<file path="config.mk">
export PLATFORM = sky130hd
export DESIGN_NAME = uart_tx
export DESIGN_NICKNAME = d
export VERILOG_FILES = /design/src/rtl/uart_tx.sv
export SDC_FILE = /design/constraint.sdc
export NUM_CORES = 1
export LEC_CHECK = 0
export ABC_AREA = 1
export BUFFER_PORTS_ARGS = -buffer_cell sky130_fd_sc_hd__buf_4
export CAP_MARGIN = 20
export CORE_AREA = 2 2 58 60
export DETAILED_ROUTE_END_ITERATION = 10
export DIE_AREA = 0 0 60 62
export GPL_TIMING_DRIVEN = 1
export HOLD_SLACK_MARGIN = 0.1
export SYNTH_ARGS = -nofsm -noshare
export SYNTH_HDL_FRONTEND = slang
export SYNTH_SLANG_ARGS = --single-unit
</file>
<file path="constraint.sdc">
create_clock -name clk -period 1.5 [get_ports clk]
set_input_delay 0.075 -clock clk [delete_from_list [all_inputs] [get_ports clk]]
set_output_delay 0.075 -clock clk [all_outputs]
set_load 0.01 [all_outputs]
</file>
<file path="src/rtl/uart_tx.sv">
// -----------------------------------------------------------------------------
// uart_tx
//   Serial transmitter. A byte offered on a valid/ready handshake is sent as an
//   asynchronous frame on txd: one start bit (0), eight data bits LSB first,
//   then one stop bit (1). Bit timing comes from an internal divider of
//   CLKS_PER_BIT system clocks per bit.
//
//   Optional feature macro: UART_TX_PARITY_EN
//     When defined, an even-parity bit (XOR of the accepted byte) is sent
//     between data bit 7 and the stop bit, giving an 11-bit frame.
//     When undefined, the frame is plain 8N1 (10 bits).
//
// Handshake: a byte is accepted on a rising clk edge where tx_valid and
//   tx_ready are both high (tx_ready is only high in IDLE). tx_data is
//   sampled at that edge only; tx_valid seen while a frame is in progress
//   is ignored, and tx_valid need not be held once the edge has passed.
//
// Ports:
//   clk       in   system clock, rising edge
//   reset     in   asynchronous, active-high reset
//   tx_data   in   [7:0] byte to send, sampled at acceptance
//   tx_valid  in   producer offers tx_data
//   tx_ready  out  idle and able to accept (registered)
//   txd       out  serial line, idles high (registered)
//   busy      out  frame in progress, always !tx_ready (registered)
//
// Parameter:
//   CLKS_PER_BIT  clocks per serial bit, must be >= 2
// -----------------------------------------------------------------------------
module uart_tx #(
  parameter int CLKS_PER_BIT = 16
) (
  input  logic       clk,
  input  logic       reset,
  input  logic [7:0] tx_data,
  input  logic       tx_valid,
  output logic       tx_ready,
  output logic       txd,
  output logic       busy
);

  if (CLKS_PER_BIT < 2) begin : g_bad_clks_per_bit
    $error("uart_tx: CLKS_PER_BIT must be 2 or more");
  end

  localparam int              DIV_W    = (CLKS_PER_BIT < 2) ? 1 : $clog2(CLKS_PER_BIT);
  localparam logic [DIV_W-1:0] DIV_LAST = DIV_W'(CLKS_PER_BIT - 1);

`ifdef UART_TX_PARITY_EN
  typedef enum logic [2:0] {
    S_IDLE   = 3'd0,
    S_START  = 3'd1,
    S_DATA   = 3'd2,
    S_PARITY = 3'd3,
    S_STOP   = 3'd4
  } state_t;
`else
  typedef enum logic [2:0] {
    S_IDLE  = 3'd0,
    S_START = 3'd1,
    S_DATA  = 3'd2,
    S_STOP  = 3'd4
  } state_t;
`endif

  // Kept as a plain named register so checkers can bind to the FSM state.
  state_t           state;
  logic [DIV_W-1:0] div_cnt;
  logic [2:0]       bit_idx;
  logic [7:0]       shreg;
`ifdef UART_TX_PARITY_EN
  logic             parity_bit;
`endif

  // All outputs are registered: each transition also sets the txd level of
  // the bit being entered, so the line never depends on an input directly.
  always_ff @(posedge clk or posedge reset) begin
    if (reset) begin
      state      <= S_IDLE;
      div_cnt    <= '0;
      bit_idx    <= 3'd0;
      shreg      <= 8'h00;
      txd        <= 1'b1;
      tx_ready   <= 1'b1;
      busy       <= 1'b0;
`ifdef UART_TX_PARITY_EN
      parity_bit <= 1'b0;
`endif
    end else begin
      case (state)
        S_IDLE: begin
          if (tx_valid && tx_ready) begin
            shreg      <= tx_data;
            bit_idx    <= 3'd0;
            div_cnt    <= '0;
            state      <= S_START;
            txd        <= 1'b0;
            tx_ready   <= 1'b0;
            busy       <= 1'b1;
`ifdef UART_TX_PARITY_EN
            parity_bit <= ^tx_data;
`endif
          end
        end

        default: begin
          if (div_cnt == DIV_LAST) begin
            div_cnt <= '0;
            case (state)
              S_START: begin
                state <= S_DATA;
                txd   <= shreg[0];
              end
              S_DATA: begin
                shreg   <= shreg >> 1;
                bit_idx <= bit_idx + 3'd1;
                if (bit_idx == 3'd7) begin
`ifdef UART_TX_PARITY_EN
                  state <= S_PARITY;
                  txd   <= parity_bit;
`else
                  state <= S_STOP;
                  txd   <= 1'b1;
`endif
                end else begin
                  // Next bit is the one about to land in shreg[0].
                  txd <= shreg[1];
                end
              end
`ifdef UART_TX_PARITY_EN
              S_PARITY: begin
                state <= S_STOP;
                txd   <= 1'b1;
              end
`endif
              S_STOP: begin
                state    <= S_IDLE;
                txd      <= 1'b1;
                tx_ready <= 1'b1;
                busy     <= 1'b0;
              end
              default: begin
                // Unreachable encodings recover to a clean idle line.
                state    <= S_IDLE;
                txd      <= 1'b1;
                tx_ready <= 1'b1;
                busy     <= 1'b0;
              end
            endcase
          end else begin
            div_cnt <= div_cnt + DIV_W'(1);
          end
        end
      endcase
    end
  end

endmodule

</file>
==> summary.txt <==
Logic synthesis
  – Top_reg_cell synth: dfrtp_1
  – Main combinational cell family by area after synthesis: simple AND/OR/NAND/NOR gates
  – Synth top area cells: dfrtp_1 42%, nand2_1 25%, nand3_1 5.8%
  – Gate Count Post-Synth: ~150
  – Sequential element share of the synthesized area: 0.471
  – EDFF count, synth: 0
  – Synth cell count leaders: 74 x nand2_1, 19 x dfrtp_1, 13 x nand3_1
  – Complex-gate fraction of the synthesized area: 0.0234
  – Number of synthesized register bits: 21
  – Syn Area/Cell: ~7.6 sq um
  – Cell variety after synth: 19
  – Top-area cell type share of the netlist area: 0.424
  – Syn Nets: between 150 and 200
  – Cell with the most instances after synthesis: nand2_1
  – Post-synth top area cell: dfrtp_1
  – Synth Area in Adders: 0.0335
  – Cell area after synthesis: between 1000 and 1500 sq um
  – Yosys warns: 0
  – Mux share of post-synthesis cell area: 0
  – Simple-gate area share of the yosys netlist: 0.412
  – Async set-reset flop share out of synthesis: 1.00
  – Synth Area in XOR/XNOR: 0

Final layout
  – Fraction of layout cells with a size suffix above 1: 0.211
  – Antenna diodes: 0
  – Post-layout net count: 190
  – Filler cells: 330
  – Synth-to-layout area growth: 26.2%
  – Post-route design area: 1420 sq um
  – Final core occ: 0.445

Clock tree
  – CTS Buf Count: 3
  – Clk slew on worst S/H paths: 120 ps
  – CTS tree: yes
  – Clock buffer depth: 2
  – Postcts setup bufs: 0
  – Root Driver: clkbuf_4
  – Skew-Pair Late Insertion Delay: 310 ps
  – CTS HTree Levels: 1
  – Sink Count: 21

Min path
  – Min-Delay Path Depth: 4
  – HP Start: tx_valid
  – Worst Hold Class: in -> reg
  – Hold EP: div_cnt[2]

Placement
  – Hpwl dp: about 1.6 mm
  – DP Area: 1290 sq um
  – Pre-CTS setup slack: 99.6 ps
  – Routability cong.: 0.901
  – IO Port Bufs: 13

Timing
  – Setup Viol. Count Final: 0
  – Relative slew slack: 0.824
  – Final worst-path setup slack: 85.3 ps
  – Hold Fails Final Rpt: 0
  – Fin crit share: 0.943
  – RSZ-0062 raised after global routing: yes
  – Max Transition Viols Final: 0
  – Achievable frequency: 707 MHz
  – Min Tclk post-route: 1410 ps
  – Layout Skew: 3.62 ps
  – Slew @ Worst Pin: 264 ps

Pwr
  – PwrDens: 1470 nW/um^2
  – Pwr Total: 2.08 mW
  – Worst VDD drop: 0.426 mV
  – P_leak: 0.809 nW

Global route
  – GRT Util Overall: 0.142
  – Initial antenna violation count: 0
  – Vias in the first global route: about 960
  – Grt ovf: 0
  – Largest net degree at the start of global routing: 22
  – Global-route wire length before repair: 3.99 mm

Routing
  – DRC viols: 0
  – Drt pass-1 iters: 5
  – DR iter-0 viols: 52
  – Number of vias per cell: 4.58
  – DR WL/cell: between 10 and 15 microns
  – Via count: just over 1000
  – ANT nets after route: 0
  – Drt total wl: 2.34 mm

Floorplan
  – Initial Util: 0.353
  – Die Ht: 62 microns
  – Die Wd: approximately 60 microns
  – Top Ports: 14
  – Die footprint: 3720 sq um
  – Core area: 3180 sq um
  – FP Rows: 21

Critical path
  – Critical path data required time: roughly 1800 ps
  – WP data arrival: ~1700 ps
  – Worst Path Max Fanout: 8
  – Kind of critical path: reg -> reg
  – CP Capture Type: flop
  – Reg2reg path depth: 6
  – R2r endpoint: bit_idx[0]
  – Worst r2r src: tx_ready
  – FF-to-FF setup slack: 90 ps
  – Critical path startpoint category: flop

Status
  – Outcome: completed

Run
  – Max-cap violations: 0
final cells by class:
type                            instances  area [sq um]  share of cell area
Clock buffer                            3          22.5              0.0159
Clock inverter                          1          5.00             0.00354
Inverter                               13          48.8              0.0345
Multi-Input combinational cell        111           536               0.378
Sequential cell                        21           528               0.373
Tap cell                               46          57.6              0.0407
Timing Repair Buffer                   26           218               0.154
routing by layer:
layer  up-vias  share of wire  GRT usage
met5         -              0          0
met4         0          0.022     0.0571
met3         5          0.029     0.0124
met2        21           0.48      0.244
met1       470           0.47      0.185
li1        517              -          -
worst max path at each step:
stage	from	endpoint	slack [ps]	cells after the start
6_report	tx_ready	bit_idx[0]	90	6
5_1_grt	tx_ready	shreg[5]	-8	6
3_5_place_dp	tx_ready	bit_idx[0]	100	6
2_1_floorplan	tx_ready	state[2]	260	7
4_1_cts	tx_ready	bit_idx[0]	80	6
3_3_place_gp	tx_ready	bit_idx[0]	110	6
layout by cell type (no fill, tap or decap):
cell and count:
inv_2 4, clkbuf_4 3, dlygate4sd3_1 9, clkinv_2 1
or2_2 1, nand2_2 3, nor2_2 1, nand2_1 74
dfstp_2 2, nand4_1 2, nor2_8 1, nor2_1 4
nand3_1 13, a21oi_1 1, buf_4 17, nand3_4 1
nand3_2 1, o22ai_1 1, inv_1 9, dfrtp_1 19
nand2_4 2, o21ai_1 3, ha_1 3
cells by family (layout without fill, tap and decap cells):
kind of cell / after synthesis / count (layout)
and+or+nand+nor: 103 / 103
DFF: 21 / 21
buffers and inverters: 15 / 43
AOI/OAI and AO/OA: 5 / 5
adders and majority gates: 3 / 3
metrics by stage:
stage | hold slack (ps) | cells | setup TNS [ps]
2_1_floorplan | 50.0 | 147 | 0
3_3_place_gp | 129 | 208 | 0
3_5_place_dp | 136 | 208 | 0
4_1_cts | 129 | 221 | 0
5_1_grt | 153 | 221 | -12.2
6_report | 125 | 221 | 0
where the power goes:
group          leakage [nW]  switching [mW]  internal (mW)
Combinational         0.518           0.565          0.351
Clock                0.0177           0.176         0.0998
Sequential            0.273           0.139          0.748
Total                 0.809           0.879           1.20
what timing repair did:
action                                  in CTS  in global routing
resized for setup                            0                  2
hold buffers                                 9                  0
endpoints found under the setup margin       0                 11
hold endpoints to repair                    29                  0
sequential cells by signal (all words and copies together), names as in the netlist:
signal / count
state: 3
tx_ready: 1
busy: 1
div_cnt: 4
bit_idx: 3
txd: 1
shreg: 8
worst max-delay path, stage by stage, from the launching register on:
cell and delay (ps):
dfstp_2 570, nand2_1 120, inv_1 100, nand3_1 190, nand2_2 240, nand2_1 80, nand2_1 70
Power figures use the tool's default switching activity.
